--- config.mk ---
export PLATFORM = sky130hd
export DESIGN_NAME = uart_cmd_rcv
export DESIGN_NICKNAME = d
export VERILOG_FILES = /design/src/rtl/uart_cmd_rcv.sv
export SDC_FILE = /design/constraint.sdc
export NUM_CORES = 1
export LEC_CHECK = 0
export ABC_AREA = 1
export CAP_MARGIN = 15
export CORE_ASPECT_RATIO = 0.5
export CORE_UTILIZATION = 55
export DETAILED_ROUTE_END_ITERATION = 10
export PLACE_DENSITY = 0.75
export REMOVE_ABC_BUFFERS = 1
export SLEW_MARGIN = 20
export SYNTH_ARGS = -nofsm -noshare
export SYNTH_HDL_FRONTEND = slang
export SYNTH_SLANG_ARGS = --single-unit
--- constraint.sdc ---
create_clock -name clk -period 9.6 [get_ports clk]
set_clock_uncertainty 0.1 [all_clocks]
set_input_delay 1.92 -clock clk [delete_from_list [all_inputs] [get_ports clk]]
set_output_delay 1.92 -clock clk [all_outputs]
set_load 0.1 [all_outputs]
--- src/rtl/uart_cmd_rcv.sv ---
// rtl/uart_cmd_rcv.sv - 3-byte UART command frame receiver with 1-byte response transmitter
// Receiver, frame decoder and transmitter run independently; cmd/data publish atomically with cmd_rdy.
module uart_cmd_rcv #(
  parameter int BAUD_DIV     = 2604,
  parameter int TIMEOUT_BITS = 40
) (
  input  logic        clk,
  input  logic        rst,
  input  logic        RX,
  output logic        TX,
  output logic [7:0]  cmd,
  output logic [15:0] data,
  output logic        cmd_rdy,
  input  logic        clr_cmd_rdy,
  input  logic [7:0]  resp,
  input  logic        send_resp,
  output logic        resp_sent,
  output logic        tx_busy
);

  localparam int CW = $clog2(TIMEOUT_BITS * BAUD_DIV + 1);
  localparam logic [CW-1:0] BIT_END  = CW'(BAUD_DIV - 1);
  localparam logic [CW-1:0] HALF_END = CW'(BAUD_DIV / 2 - 1);
  localparam logic [CW-1:0] TO_END   = CW'(TIMEOUT_BITS * BAUD_DIV - 1);

  typedef enum logic [1:0] {R_IDLE, R_START, R_DATA, R_STOP} rx_state_e;
  typedef enum logic [1:0] {F_IDLE, F_HIGH, F_LOW} fr_state_e;
  typedef enum logic [1:0] {T_IDLE, T_START, T_DATA, T_STOP} tx_state_e;

  logic rx_meta_q, rx_sync_q, rx_prev_q;

  rx_state_e     rx_state_q, rx_state_d;
  logic [CW-1:0] rx_cnt_q, rx_cnt_d;
  logic [2:0]    rx_bit_q, rx_bit_d;
  logic [7:0]    rx_shift_q, rx_shift_d;
  logic          byte_done, frame_err;

  fr_state_e     fr_state_q, fr_state_d;
  logic [CW-1:0] to_cnt_q, to_cnt_d;
  logic          timeout;
  logic [7:0]    cmd_sh_q, cmd_sh_d, hi_sh_q, hi_sh_d, cmd_q, cmd_d;
  logic [15:0]   data_q, data_d;
  logic          cmd_rdy_q, cmd_rdy_d;

  tx_state_e     tx_state_q, tx_state_d;
  logic [CW-1:0] tx_cnt_q, tx_cnt_d;
  logic [2:0]    tx_bit_q, tx_bit_d;
  logic [7:0]    tx_byte_q, tx_byte_d;
  logic          resp_sent_q, resp_sent_d;

  // Synchronizer flops reset high so a reset release never looks like a start edge.
  always_ff @(posedge clk or posedge rst) begin
    if (rst) begin
      rx_meta_q <= 1'b1;
      rx_sync_q <= 1'b1;
      rx_prev_q <= 1'b1;
    end else begin
      rx_meta_q <= RX;
      rx_sync_q <= rx_meta_q;
      rx_prev_q <= rx_sync_q;
    end
  end

  always_ff @(posedge clk or posedge rst) begin
    if (rst) rx_state_q <= R_IDLE;
    else     rx_state_q <= rx_state_d;
  end

  always_comb begin
    rx_state_d = rx_state_q;
    case (rx_state_q)
      R_IDLE:  if (rx_prev_q && !rx_sync_q) rx_state_d = R_START;
      R_START: if (rx_cnt_q == HALF_END) rx_state_d = rx_sync_q ? R_IDLE : R_DATA;
      R_DATA:  if (rx_cnt_q == BIT_END && rx_bit_q == 3'd7) rx_state_d = R_STOP;
      R_STOP:  if (rx_cnt_q == BIT_END) rx_state_d = R_IDLE;
      default: rx_state_d = R_IDLE;
    endcase
  end

  always_comb begin
    rx_cnt_d   = rx_cnt_q + 1'b1;
    rx_bit_d   = rx_bit_q;
    rx_shift_d = rx_shift_q;
    byte_done  = 1'b0;
    frame_err  = 1'b0;
    case (rx_state_q)
      R_IDLE: begin
        rx_cnt_d = '0;
        rx_bit_d = '0;
      end
      R_START: if (rx_cnt_q == HALF_END) rx_cnt_d = '0;
      R_DATA: if (rx_cnt_q == BIT_END) begin
        rx_cnt_d   = '0;
        rx_shift_d = {rx_sync_q, rx_shift_q[7:1]};
        rx_bit_d   = rx_bit_q + 1'b1;
      end
      R_STOP: if (rx_cnt_q == BIT_END) begin
        rx_cnt_d  = '0;
        byte_done = rx_sync_q;
        frame_err = !rx_sync_q;
      end
      default: rx_cnt_d = '0;
    endcase
  end

  always_ff @(posedge clk or posedge rst) begin
    if (rst) begin
      rx_cnt_q   <= '0;
      rx_bit_q   <= '0;
      rx_shift_q <= '0;
    end else begin
      rx_cnt_q   <= rx_cnt_d;
      rx_bit_q   <= rx_bit_d;
      rx_shift_q <= rx_shift_d;
    end
  end

  // Inter-byte gap only counts while the receiver is idle; a start bit in progress stops it.
  assign timeout = (fr_state_q != F_IDLE) && (rx_state_q == R_IDLE) && (to_cnt_q == TO_END);

  always_ff @(posedge clk or posedge rst) begin
    if (rst) fr_state_q <= F_IDLE;
    else     fr_state_q <= fr_state_d;
  end

  always_comb begin
    fr_state_d = fr_state_q;
    if (frame_err || timeout) begin
      fr_state_d = F_IDLE;
    end else if (byte_done) begin
      case (fr_state_q)
        F_IDLE:  fr_state_d = F_HIGH;
        F_HIGH:  fr_state_d = F_LOW;
        default: fr_state_d = F_IDLE;
      endcase
    end
  end

  always_comb begin
    cmd_sh_d  = cmd_sh_q;
    hi_sh_d   = hi_sh_q;
    cmd_d     = cmd_q;
    data_d    = data_q;
    cmd_rdy_d = cmd_rdy_q;
    to_cnt_d  = (fr_state_q == F_IDLE || rx_state_q != R_IDLE || timeout) ? '0 : to_cnt_q + 1'b1;
    if (clr_cmd_rdy) cmd_rdy_d = 1'b0;
    if (byte_done) begin
      case (fr_state_q)
        F_IDLE: begin
          cmd_sh_d  = rx_shift_q;
          cmd_rdy_d = 1'b0;
        end
        F_HIGH: hi_sh_d = rx_shift_q;
        default: begin
          cmd_d     = cmd_sh_q;
          data_d    = {hi_sh_q, rx_shift_q};
          cmd_rdy_d = 1'b1;
        end
      endcase
    end
  end

  always_ff @(posedge clk or posedge rst) begin
    if (rst) begin
      to_cnt_q  <= '0;
      cmd_sh_q  <= '0;
      hi_sh_q   <= '0;
      cmd_q     <= '0;
      data_q    <= '0;
      cmd_rdy_q <= 1'b0;
    end else begin
      to_cnt_q  <= to_cnt_d;
      cmd_sh_q  <= cmd_sh_d;
      hi_sh_q   <= hi_sh_d;
      cmd_q     <= cmd_d;
      data_q    <= data_d;
      cmd_rdy_q <= cmd_rdy_d;
    end
  end

  assign cmd     = cmd_q;
  assign data    = data_q;
  assign cmd_rdy = cmd_rdy_q;

  always_ff @(posedge clk or posedge rst) begin
    if (rst) tx_state_q <= T_IDLE;
    else     tx_state_q <= tx_state_d;
  end

  always_comb begin
    tx_state_d = tx_state_q;
    case (tx_state_q)
      T_IDLE:  if (send_resp) tx_state_d = T_START;
      T_START: if (tx_cnt_q == BIT_END) tx_state_d = T_DATA;
      T_DATA:  if (tx_cnt_q == BIT_END && tx_bit_q == 3'd7) tx_state_d = T_STOP;
      T_STOP:  if (tx_cnt_q == BIT_END) tx_state_d = T_IDLE;
      default: tx_state_d = T_IDLE;
    endcase
  end

  // Line level and busy decode straight from state so reset forces TX high without a clock.
  always_comb begin
    tx_cnt_d    = tx_cnt_q + 1'b1;
    tx_bit_d    = tx_bit_q;
    tx_byte_d   = tx_byte_q;
    resp_sent_d = 1'b0;
    TX          = 1'b1;
    tx_busy     = 1'b1;
    case (tx_state_q)
      T_IDLE: begin
        tx_cnt_d = '0;
        tx_bit_d = '0;
        tx_busy  = 1'b0;
        if (send_resp) tx_byte_d = resp;
      end
      T_START: begin
        TX = 1'b0;
        if (tx_cnt_q == BIT_END) tx_cnt_d = '0;
      end
      T_DATA: begin
        TX = tx_byte_q[tx_bit_q];
        if (tx_cnt_q == BIT_END) begin
          tx_cnt_d = '0;
          tx_bit_d = tx_bit_q + 1'b1;
        end
      end
      T_STOP: if (tx_cnt_q == BIT_END) begin
        tx_cnt_d    = '0;
        resp_sent_d = 1'b1;
      end
      default: tx_cnt_d = '0;
    endcase
  end

  always_ff @(posedge clk or posedge rst) begin
    if (rst) begin
      tx_cnt_q    <= '0;
      tx_bit_q    <= '0;
      tx_byte_q   <= '0;
      resp_sent_q <= 1'b0;
    end else begin
      tx_cnt_q    <= tx_cnt_d;
      tx_bit_q    <= tx_bit_d;
      tx_byte_q   <= tx_byte_d;
      resp_sent_q <= resp_sent_d;
    end
  end

  assign resp_sent = resp_sent_q;

endmodule

Word level (Yosys, flattened, before mapping)
Cells that the tools add are included.

word-level totals
  register bits = 124
  bits of input ports = 13
  output and inout bits = 28
  logic and storage cells = 115

cells by class
  $add $sub $neg = 5
  $lt $le $gt $ge = 1
  equal/unequal tests = 23
  muxes and demuxes = 37
  bitwise operators = 1
  reductions and logical operators = 29

operators by type and width
  cell                     count
  $mux W17                 4
  $add A17 B1 Y17 const B  3
  $pmux W17 S3             1
  $eq A17 B12 Y1 const B   2
  $pmux W17 S2             1
  $mux W2                  11
  $ne A2 B2 Y1 const B     10
  $eq A17 B11 Y1 const B   1
  $eq A17 B17 Y1 const B   1
  $pmux W2 S4              2
  $reduce_and A2 Y1        7
  $pmux W3 S2              2
  $mux W1                  10
  $reduce_bool A2 Y1       5
  $eq A2 B2 Y1 const B     4
  $reduce_and A4 Y1        2
  $add A3 B1 Y3 const B    2
  $eq A2 B1 Y1 const B     3
  $eq A3 B3 Y1 const B     2
  $logic_not A2 Y1         3
  $mux W3                  2
  $logic_and A1 B1 Y1      5
  $lt A3 B4 Y1 const B     1
  $pmux W1 S2              2
  other kinds (7)          10

Longest topological paths before layout
  word-level depth = 5
  depth in mapped cells = 11
  mapped depth without buffers = 10

Worst setup path before layout
OpenSTA, ideal clock, no wires.

  kind = register to output
  start point = register tx_state_q[0]
  end point = output port TX
  arrival = 2.797 ns
  path slack = 4.783 ns
  cell stages (with the launch flop) = 4
  buffers on the path = 0
  cell sequence = dfrtp_1 inv_1 ha_1 o21ai_0

between the ends
  longest elaborated chain between the ends = 2
  elaborated cells on any way between the ends = 3
  classes of those cells = eq/ne: 2; mux: 1

RTL lines
  item                                                 RTL line  text
  start, declared                                      45        tx_state_e tx_state_q, tx_state_d;
  start signal, assigned                               187       else tx_state_q <= tx_state_d;
  $eq A2 B2 Y1 / $eq A2 B1 Y1 (equally long branches)  209       case (tx_state_q)
  $pmux W1 S2 *                                        209
  end, declared                                        10        output logic TX,

Mark *: on every way between the ends. The rest lies on a longest branch, timed or not.

Final worst setup path
  start point = register tx_bit_q[0]
  end point = output port TX

between the ends
  longest elaborated chain between the ends = 3

RTL lines
  item                           RTL line  text
  start, declared                47        logic [2:0] tx_bit_q, tx_bit_d;
  start signal, assigned         243       tx_bit_q <= tx_bit_d;
  $bmux W1 S3                    221       TX = tx_byte_q[tx_bit_q];
  $mux W1 (not written as such)  221
  $pmux W1 S2                    209

Every way passes these cells. The select of a mux whose other input is x is not followed.

==> impl_results.rst <==
.. list-table::
   :header-rows: 1

   * - Metric
     - Value
   * - Number of standard-cell rows in the floorplan
     - 26
   * - Internal portion of total power
     - ~1.1 mW
   * - MaxCap Viol Count
     - 0
   * - Switching power summed over all nets
     - 0.441 mW
   * - Port Buffer Count
     - 40
   * - Worst hold path type
     - flip-flop to flip-flop
   * - Max-slew headroom at the worst pin
     - 0.329
   * - Clock slew at the register clock pins of the worst setup and hold paths
     - 0.06 ns
   * - Setup TNS Final
     - 0 ns
   * - Most common flop cell mapped by yosys
     - dfrtp_1
   * - GP Congestion
     - approximately 0.89
   * - Endpoint kind of the worst setup timing path
     - output pin
   * - Net total in the final layout
     - 739
   * - Largest vdd supply drop
     - 0.132 mV
   * - Proportion of power drawn by combinational gates
     - 0.173
   * - Number of global-route vias before repair
     - 4473
   * - #FFs+latches synth
     - 124
   * - Fraction of synthesis flops using an asynchronous set or reset pin
     - 1.00
   * - Final setup fails
     - 0
   * - Clock buffer depth
     - 2
   * - Mean number of vias per cell
     - between 5 and 6
   * - Final min period
     - 4.68 ns
   * - DRC viols
     - 0
   * - Pwr Density
     - 216 nW/µm²
   * - Number of antenna violations at the first check in global routing
     - 0
   * - Switching part of the total power
     - 0.289
   * - Data arrival time of the critical path
     - ~2.7 ns
   * - Library cell occupying the most area in the post-synthesis netlist
     - dfrtp_1
   * - Post-cts repair resize count
     - 0
   * - Number of buffers inserted during clock tree synthesis
     - 17
   * - Total Die Area
     - 11300 µm²
   * - Status
     - complete, no violations
   * - Share of layout cells above drive strength 1
     - 0.149
   * - Top area cells in the synthesized netlist
     - dfrtp_1 51%, nand2_1 7.1%, nor2_1 5.6%
   * - Clock tree from TritonCTS
     - done
   * - Die height
     - between 70 and 80 µm
   * - Total grt overflow
     - 0
   * - First-pass GRT wire length
     - 20700 µm
   * - Smallest setup slack after layout
     - 4.92 ns
   * - Worst-skew pair later-pin latency
     - 0.41 ns
   * - Largest net degree at the start of global routing
     - 76
   * - Total core area
     - 10300 µm²
   * - Tightest Pin Transition
     - 1.00 ns
   * - Initial core utilization
     - 0.575
   * - Top-level port count
     - 41
   * - Routed via count
     - 4530
   * - Postcts setup bufs
     - 0
   * - Synth-to-Final Area Change
     - 18.9%
   * - Design Power
     - 1.52 mW
   * - Maximum operating frequency
     - 214 MHz
   * - Fraction of the cycle the final worst path needs
     - 0.487
   * - Type of the worst setup path
     - flip-flop to output pin
   * - Post-synth cell types
     - 46
   * - Half-perimeter wire length of the detailed placement result
     - 7980 µm
   * - Sink count of the clock tree
     - approximately 120
   * - Post-layout util
     - 0.684
   * - Number of enable flip-flop cells after synthesis
     - 0
   * - Antenna-violating nets left
     - 0
   * - WP data required
     - between 7 and 8 ns
   * - Unrepaired setup endpoints after global routing
     - no
   * - Critical path launch point type
     - flip-flop
   * - Most instantiated library cell after synthesis
     - dfrtp_1
   * - Final hold vios
     - 0
   * - Number of iterations in the first detailed-routing pass
     - 5
   * - Routed wire per std cell
     - 14.0 µm
   * - Top-area cell type share of the netlist area
     - 0.509
   * - Register area share after synthesis
     - 0.522
   * - DRT Wirelength
     - 12100 µm
   * - Starting DRC count in detailed routing
     - ~270
   * - Critical path fanouts, max
     - 6
   * - Average instance area after synthesis
     - a little under 9 µm²
   * - # hold bufs at CTS
     - 0
   * - Leak pwr
     - 3.16 nW
   * - Number of H-tree levels
     - 4
   * - Post-synthesis cell count
     - 665
   * - CTS Root Buffer Type
     - clkbuf_16
   * - Antenna fix cells
     - 0
   * - Cell area after synthesis
     - 5950 µm²
   * - Pins over their slew limit
     - 0
   * - Share of total power in the clock network
     - 0.437
   * - Synthesis warning total
     - 0
   * - Relative contribution of sequential cells to total power
     - 0.390
   * - All-layer global routing usage
     - 0.242
   * - Floorplan die width
     - 149 µm
   * - Worst slack after detailed placement
     - 5.39 ns
   * - Top cells by count, synth
     - 121 x dfrtp_1, 113 x nand2_1, 89 x nor2_1
==> state kept, by name, indices dropped and copies added, names as in the netlist, 3 cells and up, named ones only <==
signal and flops:
data 16, tx_byte_q 8, cmd 8, cmd_sh_q 8, rx_shift_q 8, tx_cnt_q 17
tx_bit_q 3, rx_cnt_q 17, to_cnt_q 17, rx_bit_q 3, hi_sh_q 8
==> cell usage in the layout, fill, tap and decap left out, types with 5 or more instances in the layout <==
cell type | Yosys | final
nand3_1 | 36 | 36
clkdlybuf4s50_1 | 0 | 40
nor3b_1 | 5 | 5
o21ai_0 | 29 | 29
a21oi_1 | 28 | 28
nand2_2 | 22 | 22
mux2_2 | 8 | 8
nand4_1 | 14 | 14
inv_1 | 73 | 72
nor3_1 | 19 | 19
o21ai_2 | 24 | 24
dfrtp_1 | 121 | 121
o21ai_1 | 6 | 6
clkbuf_16 | 0 | 17
xor2_1 | 7 | 7
ha_1 | 12 | 12
nand2_1 | 113 | 113
nor2_1 | 89 | 89
==> layout make-up <==
class	instances	area, µm²
sequential	124	3110
multi-input combinational	451	2450
fill	812	3270
timing repair buffer	41	408
inverter	79	314
clock buffer	22	484
clock inverter	10	138
tap	140	175
==> layer usage <==
metal	up-vias	GRT usage	wire length, µm
met2	78	0.407	5730
met5	-	0	0
li1	2288	-	-
met1	2144	0.304	5730
met3	20	0.0575	411
met4	0	0.119	228
==> metrics by stage <==
| stage | std cells | area (µm²) | hold WS [ns] |
|---|---|---|---|
| after floorplan | 654 | 5870 | 0.245 |
| after global placement | 835 | 6450 | 0.247 |
| after detailed placement | 835 | 6450 | 0.249 |
| after CTS | 867 | 7070 | 0.256 |
| after global routing | 867 | 7070 | 0.258 |
| final | 867 | 7070 | 0.253 |
==> power by group through the flow <==
stage | logic (mW) | registers [mW] | clock network [mW]
after floorplan | 0.204 | 0.593 | 0
after global placement | 0.256 | 0.600 | 0
after detailed placement | 0.263 | 0.602 | 0
after CTS | 0.266 | 0.594 | 0.673
after global routing | 0.297 | 0.600 | 0.699
final | 0.264 | 0.594 | 0.667
==> final timing paths <==
| path | cells past startpoint | end | slack [ns] | startpoint |
|---|---|---|---|---|
| worst max-delay path | 6 | TX | 4.92 | tx_bit_q[0] |
| worst min-delay path | 0 | rx_sync_q | 0.25 | rx_meta_q |
| worst max register to register | 10 | data[4] | 7.05 | rx_cnt_q[0] |
| worst min register to register | 0 | rx_sync_q | 0.25 | rx_meta_q |
| max in group asynchronous | 3 | rx_cnt_q[14] | 6.19 | rst |
| min in group asynchronous | 2 | cmd[0] | 1.85 | rst |
==> worst max-delay path: stages, from the launching register on <==
cell	delay, ns
dfrtp_1	0.43
inv_1	0.17
nor2_1	0.06
o21ai_0	0.22
o211ai_1	0.11
o21ai_0	0.09
clkdlybuf4s50_1	1.16
==> logic make-up after synthesis <==
kind of cell,share of synthesized area
simple gates,0.248
flops,0.522
compound gates,0.107
buf+inv,0.0662
fa+ha+maj,0.0252
xor+xnor,0.0162
mux,0.0151
Note: power is estimated with default switching activity, not from simulation.
==> variant (config.mk and constraints unchanged) <==
Encoding of `fr_state_e`: now one-hot (3 bits for 3 states).
--- a/src/rtl/uart_cmd_rcv.sv
+++ b/src/rtl/uart_cmd_rcv.sv
@@ -24,7 +24,7 @@
   localparam logic [CW-1:0] TO_END   = CW'(TIMEOUT_BITS * BAUD_DIV - 1);
 
   typedef enum logic [1:0] {R_IDLE, R_START, R_DATA, R_STOP} rx_state_e;
-  typedef enum logic [1:0] {F_IDLE, F_HIGH, F_LOW} fr_state_e;
+  typedef enum logic [2:0] {F_IDLE = 3'b001, F_HIGH = 3'b010, F_LOW = 3'b100} fr_state_e;
   typedef enum logic [1:0] {T_IDLE, T_START, T_DATA, T_STOP} tx_state_e;
 
   logic rx_meta_q, rx_sync_q, rx_prev_q;
Check against the original RTL: no difference found for any inputs over 10 cycles, from zero or initial values and one cycle with rst high; not proved beyond that.
==> variant against the unedited design <==
  * Sequential cell count grew 1
  * Power is 2.9% higher
  * Non-clock buffer count grew 2
  * Register-to-register slack lost 0.09 ns
  * Worst setup slack improved by 0.056 ns
  * Count of clock-buffer cells in the layout rose by 4
  * Wire length is essentially flat
  * Final area is 0.44% lower
  * Global-route usage is 1.1 points lower
  * Critical path depth unchanged
  * Synthesized area is 1.1% lower
  * Critical path type unchanged
  * Largest cell class unchanged
==> variant: results (changes against the unedited design) <==
status:
  status: "complete, no violations"
logic_synthesis:
  synth_area_leaders: "dfrtp_1 (51%), nand2_1 (10%), nor2_1 (5.2%)"
  synth_common_cells: "nand2_1 (161), dfrtp_1 (121), nor2_1 (82)"
  yosys_most_used_dff: "dfrtp_1"
  ys_warn_count: 0  # unchanged
  seq_area_frac_synth_pct: 53.23  # +1.0 points
  synth_compound_area_share_pct: 7.929  # -2.7 points
  synth_cell_types: 35  # -24%
  synth_fa_ha_area_share_pct: 2.551  # +0.027 points
  synth_area_per_cell_um2: 8.530  # -4.7%
  muxShareOfSynthArea_pct: 1.531  # +0.016 points
  synth_xor_area_share_pct: 2.083  # +0.46 points
route:
  dr.pass1.iters: 5  # unchanged
  vias_per_cell: 5.341  # +2.2%
  wl_um: 12110  # about the same
  dr.first_iter.drc_count: 269  # -0.74%
  via_count: 4759  # +5.1%
  met2_length_um: 5622  # -1.8%
  dr_wl_met3_um: 510  # +24%
  wl_met1_um: 5890  # +2.8%
grt:
  grt_max_degree: 88  # +16%
  grt_usage_pct: 23.15  # -1.1 points
  grt_pass1_wl_um: 20130  # -3.0%
  grt_pass1_vias: 4355  # -2.6%
critical_path:
  crit_slowest_cell: "clkdlybuf4s50_1"
  arrival_ns: 2.60  # -0.06 ns
  r2r_start: "fr_state_q[2]"
  crit_fanout: 6  # unchanged
  cpPeakStageDelay_ns: 1.16  # about the same
  r2r_cells: 5  # -5
  rr_endpoint: "data[8]"
  r2r_slack_ns: 6.96  # -0.09 ns
placement:
  place_ws_ns: 5.412  # +0.02215 ns
  dp_hpwl_um: 7695  # -3.5%
  dp.cells: 859  # +2.9%
  placedInstanceArea_um2: 6407  # -0.70%
  gp_congestion: 0.9074  # +2.4%
power:
  cellLeakagePower_nw: 3.282  # +4.0%
  p_sw_share_pct: 28.53  # -0.40 points
  peakVddDrop_uv: 147.6  # +12%
timing:
  max_slew.worst_pin.slew_ns: 0.9793  # -0.02458 ns
worst_hold_path:
  min_path_type: "flip-flop to flip-flop"
finish:
  layout.nets: 763  # +3.2%
  drive_gt1_share_pct: 6.791  # -8.1 points
clocking:
  clk_latency_ns: 0.41  # about the same
## variant: routing by layer
metal  up-vias  GRT usage (%)
li1       2370              -
met1      2266          31.49
met2       115          37.09
met3         8          4.606
met4         0          9.737
met5         -              0
## variant: kinds of logic (layout without fill, tap and decap cells)
kind of cell	count (synthesis)	count (layout)
XOR/XNOR	14	14
multiplexers	8	8
buffers and inverters	94	155
AND/OR/NAND/NOR	349	349
flip-flops	125	125
AO/OA/AOI/OAI	88	88
adder cells (fa/ha/maj)	12	12
## variant: worst reg2reg max path, cell delays in order (launching register included)
cell and delay, ns:
dfrtp_1 0.40, nor3_1 0.48, clkinv_1 0.81, nand3_4 0.60, nand2_1 0.11, nand2_1 0.08
## variant: worst max path at each step
stage / startpoint / end / slack [ns] / depth (start not counted)
3_5_place_dp: tx_bit_q[0] / TX / 5.41 / 6
6_report: tx_bit_q[0] / TX / 4.98 / 6
2_1_floorplan: rst / async pin / 4.26 / 1
3_3_place_gp: tx_bit_q[0] / TX / 5.47 / 6
5_1_grt: tx_bit_q[0] / TX / 4.88 / 6
4_1_cts: tx_bit_q[0] / TX / 4.98 / 6
## variant: area by class of cell
class | count | area [µm²]
fillers | 797 | 3269
flip-flops and latches | 125 | 3133
multi-input cells | 471 | 2374
clock buffers | 26 | 499.2
repair buffers | 43 | 426.7
inverters | 80 | 302.8
well taps | 140 | 175.2
clock inverters | 6 | 132.6
## variant: power groups by stage
| stage | Combinational (mW) | Clock (mW) | Sequential (mW) |
|---|---|---|---|
| floorplan | 0.217 | 0 | 0.603 |
| global placement | 0.273 | 0 | 0.609 |
| detailed placement | 0.280 | 0 | 0.610 |
| CTS | 0.283 | 0.692 | 0.602 |
| global route | 0.319 | 0.718 | 0.608 |
| finish | 0.281 | 0.687 | 0.602 |
## variant: through the flow
step | utilization, % | hold slack (ns)
2_1_floorplan | - | 0.2452
3_3_place_gp | 62.13 | 0.2471
3_5_place_dp | 62.13 | 0.2476
4_1_cts | 68.26 | 0.2591
5_1_grt | 68.30 | 0.2609
6_report | 68.30 | 0.2574
